### src/rtl/mips_pkg.sv
// rtl/mips_pkg.sv - shared register-file widths, write-request type and arbiter state encoding
package mips_pkg;

  localparam int REG_AW = 5;
  localparam int REG_DW = 32;

  typedef struct packed {
    logic [REG_AW-1:0] a3;
    logic [REG_DW-1:0] wd;
  } wr_req_t;

  localparam logic [0:0] ARB_NORMAL = 1'b0;
  localparam logic [0:0] ARB_FORCE  = 1'b1;

endpackage

### src/rtl/rf_wr_fifo.sv
// rtl/rf_wr_fifo.sv - secondary write queue; exposes per-entry valid/a3 for pending-write decode
module rf_wr_fifo #(
  parameter int DEPTH = 2,
  parameter int AW    = 5,
  parameter int DW    = 32
) (
  input  logic                     clk,
  input  logic                     reset,
  input  logic                     push_i,
  input  logic [AW-1:0]            push_a3_i,
  input  logic [DW-1:0]            push_wd_i,
  input  logic                     pop_i,
  output logic                     full_o,
  output logic                     empty_o,
  output logic [AW-1:0]            head_a3_o,
  output logic [DW-1:0]            head_wd_o,
  output logic [DEPTH-1:0]         ent_valid_o,
  output logic [DEPTH-1:0][AW-1:0] ent_a3_o
);

  localparam int PW = $clog2(DEPTH);
  localparam int CW = PW + 1;

  logic [DEPTH-1:0][AW-1:0] a3_mem_q;
  logic [DEPTH-1:0][DW-1:0] wd_mem_q;
  logic [PW-1:0]            wr_ptr_q;
  logic [PW-1:0]            rd_ptr_q;
  logic [CW-1:0]            count_q;
  logic [CW-1:0]            count_d;
  logic                     do_push;
  logic                     do_pop;

  assign full_o  = (count_q == CW'(DEPTH));
  assign empty_o = (count_q == '0);
  assign do_push = push_i && !full_o;
  assign do_pop  = pop_i && !empty_o;

  assign head_a3_o = a3_mem_q[rd_ptr_q];
  assign head_wd_o = wd_mem_q[rd_ptr_q];
  assign ent_a3_o  = a3_mem_q;

  always_comb begin
    count_d = count_q;
    case ({do_push, do_pop})
      2'b10:   count_d = count_q + 1'b1;
      2'b01:   count_d = count_q - 1'b1;
      default: count_d = count_q;
    endcase
  end

  // Entry i is live when its distance from the read pointer is below the occupancy.
  always_comb begin
    ent_valid_o = '0;
    for (int i = 0; i < DEPTH; i++) begin
      ent_valid_o[i] = ({1'b0, PW'(i) - rd_ptr_q} < count_q);
    end
  end

  always_ff @(posedge clk or negedge reset) begin
    if (!reset) begin
      a3_mem_q <= '0;
      wd_mem_q <= '0;
      wr_ptr_q <= '0;
      rd_ptr_q <= '0;
      count_q  <= '0;
    end else begin
      if (do_push) begin
        a3_mem_q[wr_ptr_q] <= push_a3_i;
        wd_mem_q[wr_ptr_q] <= push_wd_i;
        wr_ptr_q           <= wr_ptr_q + 1'b1;
      end
      if (do_pop) begin
        rd_ptr_q <= rd_ptr_q + 1'b1;
      end
      count_q <= count_d;
    end
  end

endmodule

### src/rtl/regfile_write_arbiter.sv
// rtl/regfile_write_arbiter.sv - shares the regfile write port between WB and a queued secondary writer
module regfile_write_arbiter
  import mips_pkg::*;
#(
  parameter int DEPTH    = 2,
  parameter int MAX_WAIT = 4,
  parameter int AW       = REG_AW,
  parameter int DW       = REG_DW
) (
  input  logic             clk,
  input  logic             reset,
  input  logic             wb_we,
  input  logic [AW-1:0]    wb_a3,
  input  logic [DW-1:0]    wb_wd,
  output logic             wb_stall,
  input  logic             sec_valid,
  output logic             sec_ready,
  input  logic [AW-1:0]    sec_a3,
  input  logic [DW-1:0]    sec_wd,
  output logic             rf_we,
  output logic [AW-1:0]    rf_a3,
  output logic [DW-1:0]    rf_wd,
  output logic [2**AW-1:0] busy_mask,
  output logic             waw_err
);

  localparam int WCW = $clog2(MAX_WAIT + 1);
  localparam logic [WCW-1:0] WAIT_LAST = WCW'(MAX_WAIT - 1);

  logic [0:0]              state_q;
  logic [0:0]              state_d;
  logic [WCW-1:0]          wait_cnt_q;
  logic [WCW-1:0]          wait_cnt_d;
  logic                    waw_q;
  logic                    waw_d;

  logic                    wb_slot_busy;
  logic                    q_push;
  logic                    q_pop;
  logic                    q_full;
  logic                    q_empty;
  logic [AW-1:0]           head_a3;
  logic [DW-1:0]           head_wd;
  logic [DEPTH-1:0]        ent_valid;
  logic [DEPTH-1:0][AW-1:0] ent_a3;

  assign wb_slot_busy = wb_we && (wb_a3 != '0);

  // Writes to r0 complete the handshake but never occupy a queue slot.
  assign q_push    = sec_valid && !q_full && (sec_a3 != '0);
  assign sec_ready = !q_full;

  rf_wr_fifo #(
    .DEPTH (DEPTH),
    .AW    (AW),
    .DW    (DW)
  ) u_fifo (
    .clk         (clk),
    .reset       (reset),
    .push_i      (q_push),
    .push_a3_i   (sec_a3),
    .push_wd_i   (sec_wd),
    .pop_i       (q_pop),
    .full_o      (q_full),
    .empty_o     (q_empty),
    .head_a3_o   (head_a3),
    .head_wd_o   (head_wd),
    .ent_valid_o (ent_valid),
    .ent_a3_o    (ent_a3)
  );

  always_comb begin
    state_d    = ARB_NORMAL;
    wait_cnt_d = wait_cnt_q;
    q_pop      = 1'b0;
    wb_stall   = 1'b0;
    rf_we      = 1'b0;
    rf_a3      = '0;
    rf_wd      = '0;
    if (state_q == ARB_FORCE) begin
      wb_stall   = 1'b1;
      wait_cnt_d = '0;
      if (!q_empty) begin
        rf_we = 1'b1;
        rf_a3 = head_a3;
        rf_wd = head_wd;
        q_pop = 1'b1;
      end
    end else if (wb_slot_busy) begin
      rf_we = 1'b1;
      rf_a3 = wb_a3;
      rf_wd = wb_wd;
      if (!q_empty) begin
        if (wait_cnt_q == WAIT_LAST) begin
          state_d    = ARB_FORCE;
          wait_cnt_d = '0;
        end else begin
          wait_cnt_d = wait_cnt_q + 1'b1;
        end
      end
    end else if (!q_empty) begin
      rf_we      = 1'b1;
      rf_a3      = head_a3;
      rf_wd      = head_wd;
      q_pop      = 1'b1;
      wait_cnt_d = '0;
    end
  end

  always_comb begin
    busy_mask = '0;
    for (int i = 0; i < DEPTH; i++) begin
      if (ent_valid[i]) begin
        busy_mask[ent_a3[i]] = 1'b1;
      end
    end
    busy_mask[0] = 1'b0;
  end

  assign waw_d   = waw_q || ((state_q == ARB_NORMAL) && wb_slot_busy && busy_mask[wb_a3]);
  assign waw_err = waw_q;

  always_ff @(posedge clk or negedge reset) begin
    if (!reset) begin
      state_q    <= ARB_NORMAL;
      wait_cnt_q <= '0;
      waw_q      <= 1'b0;
    end else begin
      state_q    <= state_d;
      wait_cnt_q <= wait_cnt_d;
      waw_q      <= waw_d;
    end
  end

endmodule
### config.mk
export PLATFORM = sky130hd
export DESIGN_NAME = regfile_write_arbiter
export DESIGN_NICKNAME = d
export VERILOG_FILES = /design/src/rtl/mips_pkg.sv /design/src/rtl/rf_wr_fifo.sv /design/src/rtl/regfile_write_arbiter.sv
export SDC_FILE = /design/constraint.sdc
export NUM_CORES = 1
export LEC_CHECK = 0
export ABC_AREA = 1
export CORE_ASPECT_RATIO = 1.25
export CORE_MARGIN = 2
export CORE_UTILIZATION = 35
export DETAILED_ROUTE_END_ITERATION = 7
export DONT_BUFFER_PORTS = 1
export GPL_TIMING_DRIVEN = 0
export SYNTH_ARGS = -nofsm -noshare
export SYNTH_HDL_FRONTEND = slang
export SYNTH_SLANG_ARGS = --single-unit
### constraint.sdc
create_clock -name clk -period 2.85 [get_ports clk]
set_input_delay 0.855 -clock clk [delete_from_list [all_inputs] [get_ports clk]]
set_output_delay 0.855 -clock clk [all_outputs]
set_load 0.01 [all_outputs]
# Yosys cells after proc, flatten, opt, wreduce, memory -nomap -nowiden
# Cells that the tools add are included.
# W data, S select, Z words.
[word_totals]
ff_bits = 83
latchBits = 0
ramBits = 0
rom_bits = 0
in_bits = 78
output_inout_bits = 73
elab_cells = 91
n_memories = 0
[op_classes]
add_sub_neg = 7
multipliers = 0
n_div = 0
order_cmp = 10
n_eq_ne = 5
shifts = 0
muxes = 40
bitwise_logic = 2
n_reduce_logical = 17
[op_table]
columns = ["op", "n"]
rows = [
  ["$mux W32", 8],
  ["$bwmux W64", 1],
  ["$demux W32 S1", 1],
  ["$or A32 B32 Y32", 1],
  ["$mux W5", 6],
  ["$lt A5 B6 Y1 const B", 3],
  ["$mux W3", 5],
  ["$mux W1", 13],
  ["$bwmux W10", 1],
  ["$demux W1 S5", 2],
  ["$ge A5 B1 Y1 const B", 2],
  ["$logic_and A1 B1 Y1", 10],
  ["$reduce_bool A5 Y1", 2],
  ["$bmux W1 S5", 1],
  ["$demux W5 S1", 1],
  ["$eq A2 B2 Y1 const B", 2],
  ["$lt A1 B2 Y1", 2],
  ["$lt A1 B2 Y1 const B", 2],
  ["$pmux W2 S2", 1],
  ["$add A3 B1 Y3 const B", 1],
  ["$eq A3 B2 Y1 const B", 1],
  ["$add A1 B1 Y1 const B", 2],
  ["$add A2 B1 Y2 const B", 1],
  ["$eq A2 B1 Y1 const B", 1],
  ["9 further kinds", 11],
]

# Logic depth before layout (Yosys ltp)
# Gate-level depths: netlist of the first run.
[depth]
ltp_word = 11
depth_mapped = 13
mapped_depth_nobuf = 12

# Modules after synthesis
# Synthesis of the first run repeated with hierarchy kept, for this count alone.
[unflattened]
cells_unflattened = 774
hier_area_um2 = 5342.6
[modules_own_cells]
columns = ["module", "n_inst", "cells_per_inst", "area_per_inst_um2", "seq_area_each_um2"]
rows = [
  ["rf_wr_fifo", 1, 480, 3762.4, 1951.9],
  ["regfile_write_arbiter", 1, 294, 1580.3, 125.1],
]

# Worst setup path before layout of the first run
# OpenSTA, ideal clock, no wires.
[synth_timing]
path_kind = "input -> output"
startpoint = "input port wb_a3[1]"
endpoint = "output port rf_wd[15]"
arrival_time_ns = 2.030
t_required_ns = 1.995
slack_ns = -0.035
stages = 11
n_path_buf = 2
cell_sequence = "buf_2 -> nor2_1 -> nand4_1 -> nand2_1 -> inv_2 -> nand2_4 -> inv_4 -> nor2_8 -> inv_2 -> buf_6 -> o21ai_0"
[synth_between]
elab_chain_len = 4
[synth_rtl]
columns = ["element", "line", "text"]
rows = [
  ["start, declared", "regfile_write_arbiter.sv:13", "input logic [AW-1:0] wb_a3,"],
  ["$reduce_bool A5 Y1", "regfile_write_arbiter.sv:47", "assign wb_slot_busy = wb_we && (wb_a3 != '0);"],
  ["$logic_and A1 B1 Y1", "regfile_write_arbiter.sv:47", ""],
  ["$mux W32", "regfile_write_arbiter.sv:89", "end else if (wb_slot_busy) begin"],
  ["$mux W32", "regfile_write_arbiter.sv:80", "if (state_q == ARB_FORCE) begin"],
  ["end, declared", "regfile_write_arbiter.sv:22", "output logic [DW-1:0] rf_wd,"],
]
# No other way between the ends.

# Worst setup path in the final report of the first run
[layout_timing]
startpoint = "input port wb_a3[2]"
endpoint = "output port rf_a3[2]"
[layout_between]
elab_chain_len = 4
[layout_rtl]
columns = ["element", "line", "text"]
rows = [
  ["$reduce_bool A5 Y1", "regfile_write_arbiter.sv:47", ""],
  ["$logic_and A1 B1 Y1", "regfile_write_arbiter.sv:47", ""],
  ["$mux W5 *", "regfile_write_arbiter.sv:89", ""],
  ["$mux W5 *", "regfile_write_arbiter.sv:80", ""],
  ["end, declared", "regfile_write_arbiter.sv:21", "output logic [AW-1:0] rf_a3,"],
]
# Every way passes the cells marked *; elsewhere a longest branch is shown, timed or not.

==> impl_metrics.json, run 1 <==
{
  "cts_tree": "done",
  "drive_above_1_share": 0.175,
  "wirelength_um": 15600,
  "synthTopCellsByArea": "dfrtp_1 (41%), nand2_1 (16%), o21ai_0 (7.2%)",
  "wl_per_cell_um": 17.5,
  "status": "completed",
  "fin_skew_ns": 0.00602,
  "gr-total-overflow": 0,
  "maxCapViolCount": 0,
  "yosysTopAreaCell": "dfrtp_1",
  "period_needed_ns": 2.85,
  "syn_inst": 689,
  "drtPass1Iterations": 5,
  "first_global_vias": 4599,
  "cp-start-kind": "primary input",
  "dp_hpwl_um": 11300,
  "worst_slew_pin_slew_ns": 0.613,
  "finalPower_mw": 6.78,
  "syn_area_mm2": 0.00503,
  "leakage_nw": 3.01,
  "clk_pin_slew_ns": 0.06,
  "drtIter0Drc": 311,
  "netlist_top_cells_count": "nand2_1 (213), dfrtp_1 (83), o21ai_0 (72), nand3_1 (69), inv_1 (63)",
  "yosysWarnings": 0,
  "drv_slew": 0,
  "setup_viol": 0,
  "setup_tns_ns": 0,
  "port-buffer-count": 0,
  "yosysMostFrequentCell": "nand2_1",
  "grt_pass1_wl_um": 24600,
  "drtAntennaViolNets": 0,
  "grt_max_degree": 84,
  "path_max_fanout": 9,
  "place_congestion": 0.928,
  "p_per_area_mw_per_mm2": 1090,
  "numCtsBuffers": 9,
  "synth.distinct_cells": 39,
  "synth_top_area_share": 0.413,
  "cp.required_ns": 2.00,
  "ios": 151,
  "hold_viol": 0,
  "cp.arrival_ns": 1.99,
  "initial_utilization": 0.354,
  "cts.sink_count": 83,
  "placed_cells": 867,
  "fin_cells": 893,
  "final_nets": 790,
  "place_ws_ns": -0.507,
  "cts_buffer_depth": 2,
  "vias": 4694,
  "max-vdd-ir-drop_v": 0.000522,
  "cts_root_buffer": "clkbuf_16",
  "die_h_um": 138,
  "coreArea_mm2": 0.0142,
  "async_flop_share": 1.00,
  "clk_latency_ns": 0.34,
  "hold_path.class": "primary input to asynchronous set/reset pin",
  "dieArea_mm2": 0.0154,
  "viasPerCell": 5.26,
  "layout_setup_ws_ns": 0.00424,
  "die_w_um": 111,
  "diodes": 0,
  "endpoint_kind": "output pin",
  "drc_errors": 0,
  "critPathKind": "primary input to output pin",
  "synth_nets": 769,
  "fin_crit_sh": 0.999,
  "ys.flop_type": "dfrtp_1",
  "h-tree-depth": 3,
  "yosys_register_bits": 83,
  "syn_to_final_growth_pct": 23.4,
  "fill_cells": 1479,
  "maxSlewHeadroom": 0.590,
  "rows": 49,
  "holdBufCountCts": 0,
  "antenna_found_initial": 1,
  "grtUsageTotal": 0.200,
  "synth_edf_count": 0,
  "rsz0062_at_grt": "yes",
  "ys_seq_area_frac": 0.413,
  "timing.fmax_ghz": 0.351,
  "syn_area_per_cell_um2": 7.30
}
[what timing repair did]
action | CTS | global route
buffers inserted | 9 | 0
hold endpoints to repair | 0 | 0
pin swaps | 5 | 3
setup endpoints to repair | 37 | 37
cloned | 1 | 1
resized for setup | 84 | 39
[power breakdown]
part           switching, mW  internal [mW]  total, mW
sequential             0.328           1.72       2.04
clock                  0.506          0.694       1.20
combinational           2.30           1.23       3.53
[layer usage]
layer	routed length, µm	track usage	up-vias
met5	13	0	-
met4	188	0.0546	2
met3	1040	0.0403	16
met2	7830	0.348	185
met1	6520	0.254	2220
li1	-	-	2271
[kinds of logic after synthesis]
| kind of cell | after synthesis | share of synthesized area |
|---|---|---|
| other cells | 1 | 0.000746 |
| fa+ha+maj | 2 | 0.00497 |
| xor+xnor | 3 | 0.00522 |
| flops | 83 | 0.413 |
| simple gates | 324 | 0.276 |
| compound gates | 132 | 0.139 |
| buf+inv | 112 | 0.0980 |
| mux | 32 | 0.0637 |
[sequential cells by signal, indices dropped and copies added, names as in the netlist]
signal and flops:
u_fifo.count_q 2, u_fifo.wd_mem_q 64, waw_err 1, u_fifo.ent_a3_o 10, u_fifo.rd_ptr_q 1, wait_cnt_q 3
state_q 1, u_fifo.wr_ptr_q 1
[worst max-delay path, cell delays in order]
cell and delay (ns):
buf_12 0.12, nor2_4 0.10, nand4_1 0.08, nand2_1 0.09, inv_2 0.05, nand2_4 0.08, inv_8 0.04, nor2_8 0.13
inv_8 0.09, buf_12 0.15, o21ai_4 0.18
[area by class of cell]
cell class                      count  area, µm²  area share
Buffer                             39        294      0.0474
Tap cell                          178        223      0.0359
Inverter                           72        288      0.0464
Clock buffer                        9        225      0.0363
Multi-Input combinational cell    494       2890       0.465
Timing Repair Buffer               11        133      0.0214
Clock inverter                      7       81.3      0.0131
Sequential cell                    83       2080       0.335
[final timing paths]
check	startpoint	end	slack [ns]	cells past startpoint
max reg2reg	u_fifo.count_q[0]	u_fifo.count_q[1]	0.82	8
max in group asynchronous	reset	u_fifo.wd_mem_q[34]	2.51	0
min	reset	u_fifo.wd_mem_q[17]	0.21	0
max	wb_a3[2]	rf_a3[2]	0.004	11
min reg2reg	wait_cnt_q[2]	state_q	0.45	1
min in group clk	wait_cnt_q[2]	state_q	0.45	1
[metrics by stage]
stage	utilization	area (µm²)	hold slack, ns
floorplan	-	5030	0.425
global placement	0.369	5250	0.439
detailed placement	0.369	5250	0.438
CTS	0.420	5970	0.192
global route	0.436	6210	0.191
finish	0.436	6210	0.207
[placed cells by master (no fill, tap or decap), drive strengths merged, types with 2 or more instances in the layout]
cell type / n
o22ai: 3
clkbuf: 20
xor2: 2
a21oi: 4
nor3: 5
inv: 75
nand2: 219
mux2i: 32
o21ai: 122
buf: 39
dfrtp: 83
a21boi: 2
clkinv: 3
nand3: 70
ha: 2
nor2: 28
No activity file was read; power rests on OpenSTA's default activity.
==> inputs of run 2 (changes only) <==
--- a/config.mk
+++ b/config.mk
@@ -6,12 +6,15 @@
 export NUM_CORES = 1
 export LEC_CHECK = 0
 export ABC_AREA = 1
+export CELL_PAD_IN_SITES_DETAIL_PLACEMENT = 1
+export CELL_PAD_IN_SITES_GLOBAL_PLACEMENT = 1
 export CORE_ASPECT_RATIO = 1.25
 export CORE_MARGIN = 2
 export CORE_UTILIZATION = 35
 export DETAILED_ROUTE_END_ITERATION = 7
 export DONT_BUFFER_PORTS = 1
 export GPL_TIMING_DRIVEN = 0
+export PLACE_DENSITY_LB_ADDON = 0.1
 export SYNTH_ARGS = -nofsm -noshare
 export SYNTH_HDL_FRONTEND = slang
 export SYNTH_SLANG_ARGS = --single-unit
==> impl_metrics.json, run 2 (synthesized netlist as in run 1, its figures left out) <==
{
  "status": "complete, but fails checks",
  "violations": "setup timing",
  "maxSlewHeadroom": 0.593,
  "diodes": 0,
  "period_needed_ns": 2.88,
  "max-vdd-ir-drop_v": 0.000458,
  "cts_buffer_depth": 2,
  "grtUsageTotal": 0.234,
  "setup_tns_ns": -0.262,
  "largest_reg_flops": 64,
  "numCtsBuffers": 9,
  "layout_setup_ws_ns": -0.0302,
  "drtPass1Iterations": 4,
  "coreArea_mm2": 0.0142,
  "cts_root_buffer": "clkbuf_16",
  "stdcell_area_mm2": 0.00632,
  "dpl_cell_area_mm2": 0.00525,
  "leakage_nw": 3.04,
  "hold_viol": 0,
  "critPathKind": "primary input to output pin",
  "rows": 49,
  "top_register": "u_fifo.wd_mem_q",
  "grt_max_degree": 84,
  "dieArea_mm2": 0.0154,
  "maxCapViolCount": 0,
  "r2r-start": "u_fifo.count_q[0]",
  "final_cell_mix": "nand2_1 (213), dfrtp_1 (83), nand3_1 (69)",
  "endpoint_kind": "output pin",
  "fin_crit_sh": 1.01,
  "p_per_area_mw_per_mm2": 1110,
  "crit_slowest_cell": "o21ai_4",
  "antenna_found_initial": 0,
  "ios": 151,
  "path_depth": 12,
  "drtIter0Drc": 167,
  "crit_top_cell": "buf_12",
  "die_h_um": 138,
  "drtAntennaViolNets": 0,
  "crit_family": "buffers and inverters",
  "rsz0062_at_grt": "yes",
  "path_max_fanout": 5,
  "worstSetupStartpoint": "wb_a3[2]",
  "first_global_vias": 5199,
  "hold_path.class": "primary input to asynchronous set/reset pin",
  "timing.hold.ws_ns": 0.205,
  "cp.required_ns": 2.00,
  "cts.sink_count": 83,
  "fin_cells": 898,
  "placed_cells": 867,
  "multi_input_area_mm2": 0.00289,
  "r2r_setup_slack_ns": 0.66,
  "final_nets": 795,
  "drive_above_1_share": 0.169,
  "drc_errors": 0,
  "viasPerCell": 5.26,
  "wirelength_um": 17600,
  "critPathCapture": "rf_wd[8]",
  "fin_skew_ns": 0.00776,
  "syn_to_final_growth_pct": 25.6,
  "grt_pass1_wl_um": 28600,
  "fill_cells": 1736,
  "drv_slew": 0,
  "clk_pin_slew_ns": 0.07,
  "cp-start-kind": "primary input",
  "cp.arrival_ns": 2.03,
  "final_common_cell": "nand2_1",
  "gr-total-overflow": 0,
  "path_cells": "buf_12 > nor2_4 > nand4_1 > nand2_1 > inv_2 > nand2_8 > inv_12 > nor2_8 > inv_8 > buf_12 > buf_16 > o21ai_4",
  "wl_per_cell_um": 19.6,
  "h-tree-depth": 3,
  "dp_hpwl_um": 12900,
  "clk_latency_ns": 0.34,
  "vias": 4719,
  "register_area_mm2": 0.00208,
  "worst-path-buf-inv": 6,
  "r2r_end": "u_fifo.count_q[1]",
  "cp_slowest_stage_delay_ns": 0.15,
  "die_w_um": 111,
  "cts_tree": "done",
  "timing.fmax_ghz": 0.347,
  "reg2regPathDepth": 9,
  "setup_viol": 15,
  "place_congestion": 0.944,
  "worst_slew_pin_slew_ns": 0.605,
  "initial_utilization": 0.354,
  "port-buffer-count": 0
}
run 2: cell types whose count changed in the layout (fill, tap and decap cells not counted), moves of 2 or more:
cell	before	now
clkinvlp_4	0	4
nand2_1	204	213
o21ai_4	31	33
nand2_2	11	2
inv_8	3	1
o21ai_2	5	3
buf_12	5	9
run 2: timing repair:
item / in CTS / in global routing
setup endpoints to repair: 37 / 34
buffers inserted: 13 / 2
pin swaps: 8 / 8
hold buffers: 0 / 0
resized for setup: 124 / 5
gates cloned: 2 / 0
run 2: metal layers:
layer  global-route usage  vias up  wire length (µm)
met2                0.434      122              9480
met1                0.275     2304              7070
li1                     -     2275                 -
met3               0.0421       18               756
met5                    0        -                 0
met4               0.0695        0               297
run 2: cell type report:
class	instances	area share
Sequential cell	83	0.329
Clock inverter	6	0.0111
Multi-Input combinational cell	494	0.457
Timing Repair Buffer	16	0.0352
Buffer	39	0.0477
Inverter	72	0.0469
Tap cell	178	0.0352
Clock buffer	10	0.0378
run 2: worst min path at each step:
stage,from,to,cells after the start
2_1_floorplan,wait_cnt_q[2],state_q,1
3_3_place_gp,wait_cnt_q[2],state_q,1
3_5_place_dp,wait_cnt_q[2],state_q,1
4_1_cts,reset,state_q,0
5_1_grt,reset,state_q,0
6_report,reset,state_q,0
run 2: power breakdown:
group | switching [mW] | internal (mW)
Combinational | 2.42 | 1.31
Sequential | 0.336 | 1.72
Clock | 0.491 | 0.709
Total | 3.25 | 3.74
run 2: worst reg2reg max path: cells and delay by family (launching register included):
kind | cells | cell delay, ns
AO/OA/AOI/OAI | 2 | 0.23
buffers and inverters | 3 | 0.46
XOR/XNOR | 1 | 0.15
AND/OR/NAND/NOR | 2 | 0.57
adder cells (fa/ha/maj) | 1 | 0.31
flip-flops | 1 | 0.36
run 2: through the flow:
stage / util / setup slack [ns] / power [mW]
after floorplan: - / -0.0353 / 4.18
after global placement: 0.369 / -0.413 / 4.95
after detailed placement: 0.369 / -0.446 / 5.05
after CTS: 0.445 / -0.0759 / 7.06
after global routing: 0.444 / -0.0922 / 7.52
final: 0.444 / -0.0302 / 6.99
==> inputs of run 3 (changes only) <==
--- a/config.mk
+++ b/config.mk
@@ -10,7 +10,7 @@
 export CELL_PAD_IN_SITES_GLOBAL_PLACEMENT = 1
 export CORE_ASPECT_RATIO = 1.25
 export CORE_MARGIN = 2
-export CORE_UTILIZATION = 35
+export CORE_UTILIZATION = 43
 export DETAILED_ROUTE_END_ITERATION = 7
 export DONT_BUFFER_PORTS = 1
 export GPL_TIMING_DRIVEN = 0
==> constraint.sdc (replaced) <==
create_clock -name clk -period 3.55 [get_ports clk]
set_input_delay 1.065 -clock clk [delete_from_list [all_inputs] [get_ports clk]]
set_output_delay 1.065 -clock clk [all_outputs]
set_load 0.01 [all_outputs]
==> impl_metrics.json, run 3 (synthesized netlist as in run 1, its figures left out) <==
{
  "status": "completed",
  "top_register": "u_fifo.wd_mem_q",
  "fin_crit_sh": 0.981,
  "wl_per_cell_um": 19.5,
  "setup_tns_ns": 0,
  "cts_tree": "done",
  "placed_cells": 827,
  "grt_max_degree": 84,
  "leakage_nw": 2.87,
  "dieArea_mm2": 0.0126,
  "finalPower_mw": 5.20,
  "final_nets": 780,
  "die_w_um": 101,
  "period_needed_ns": 3.48,
  "hold_path.class": "primary input to asynchronous set/reset pin",
  "viasPerCell": 5.58,
  "dp_hpwl_um": 12500,
  "cp-start-kind": "primary input",
  "cp.required_ns": 2.48,
  "worst_slew_pin_slew_ns": 0.863,
  "drc_errors": 0,
  "rsz0062_at_grt": "yes",
  "dpl_cell_area_mm2": 0.00520,
  "crit_slowest_cell": "o21ai_0",
  "setup_viol": 0,
  "path_cells": "buf_2 > nor2_2 > nand4_1 > nand2_1 > inv_2 > nand2_4 > inv_4 > nor2_8 > inv_4 > o21ai_0",
  "maxSlewHeadroom": 0.425,
  "critPathKind": "primary input to output pin",
  "drive_above_1_share": 0.136,
  "maxCapViolCount": 0,
  "drtIter0Drc": 167,
  "grtUsageTotal": 0.263,
  "cts_buffer_depth": 2,
  "initial_utilization": 0.437,
  "die_h_um": 125,
  "diodes": 0,
  "final_cell_mix": "nand2_1 (213), dfrtp_1 (83), nand3_1 (69)",
  "max-vdd-ir-drop_v": 0.000452,
  "grt_pass1_wl_um": 25700,
  "ios": 151,
  "h-tree-depth": 3,
  "drv_slew": 0,
  "p_per_area_mw_per_mm2": 904,
  "stdcell_area_mm2": 0.00575,
  "final_common_cell": "nand2_1",
  "coreArea_mm2": 0.0115,
  "timing.fmax_ghz": 0.287,
  "antenna_found_initial": 0,
  "post-route-util": 0.500,
  "register_area_mm2": 0.00208,
  "drtAntennaViolNets": 0,
  "cp.arrival_ns": 2.42,
  "endpoint_kind": "output pin",
  "vias": 4705,
  "place_congestion": 0.900,
  "path_max_fanout": 10,
  "wirelength_um": 16400,
  "clk_latency_ns": 0.34,
  "hold_viol": 0,
  "gr-total-overflow": 0,
  "port-buffer-count": 0,
  "holdBufCountCts": 0,
  "fin_cells": 843,
  "crit_top_cell": "inv_4",
  "first_global_vias": 4965,
  "largest_reg_flops": 64,
  "fin_skew_ns": 0.00807,
  "numCtsBuffers": 9,
  "rows": 44,
  "syn_to_final_growth_pct": 14.4,
  "cp_slowest_stage_delay_ns": 0.40,
  "multi_input_area_mm2": 0.00268,
  "drtPass1Iterations": 4,
  "clk_pin_slew_ns": 0.06,
  "fill_cells": 1453,
  "cts.sink_count": 83,
  "cts_setup_buffers": 0,
  "cts_root_buffer": "clkbuf_16"
}
## run 3: cell count changes in the layout (fill, tap and decap cells not counted), sizes merged
| cell | previous run | this run |
|---|---|---|
| buf | 44 | 28 |
| clkbuf | 20 | 22 |
| clkdlybuf4s15 | 1 | 0 |
| clkinv | 1 | 2 |
| clkinvlp | 4 | 2 |
| inv | 72 | 73 |
## run 3: through the flow
| stage | setup WS [ns] | hold WS [ns] |
|---|---|---|
| CTS | -0.0191 | 0.409 |
| floorplan | 0.245 | 0.425 |
| finish | 0.0687 | 0.413 |
| global route | -0.0385 | 0.407 |
| detailed placement | -0.112 | 0.472 |
| global placement | -0.0884 | 0.437 |
## run 3: cell type report
type,count,area share
multi-input combinational,494,0.466
sequential,83,0.361
inverter,72,0.0483
clock buffer,10,0.0415
buffer,40,0.0409
tap,138,0.0300
clock inverter,6,0.0124
## run 3: power by group
group	switching, mW	leakage, nW	internal (mW)
Clock	0.400	0.146	0.570
Combinational	1.75	1.69	0.828
Sequential	0.273	1.03	1.38
Total	2.43	2.87	2.78
## run 3: worst paths after layout
path | startpoint | to | slack (ns) | cells past startpoint
worst min-delay path | reset | u_fifo.wd_mem_q[1] | 0.41 | 0
worst min register to register | u_fifo.wd_mem_q[26] | u_fifo.wd_mem_q[26] | 0.48 | 2
worst max register to register | u_fifo.ent_a3_o[0] | waw_err | 1.49 | 11
max in group asynchronous | reset | u_fifo.wd_mem_q[18] | 3.01 | 0
worst max-delay path | wb_a3[1] | rf_a3[4] | 0.07 | 10
min in group clk | u_fifo.wd_mem_q[26] | u_fifo.wd_mem_q[26] | 0.48 | 2
## run 3: metal layers
metal,vias up,GRT usage,wire [µm]
li1,2243,-,-
met1,2314,0.287,6330
met2,125,0.496,8850
met3,23,0.0578,926
met4,0,0.0774,293
met5,-,0,0
## run 3: worst max-delay path, delay by kind of cell
family          cells  cell delay (ns)
compound gates      1             0.40
buf+inv             4             0.40
simple gates        5             0.54
## run 3: timing repair
action	in CTS	in global routing
endpoints found under the setup margin	28	37
endpoints found under the hold margin	0	0
resized for setup	22	34
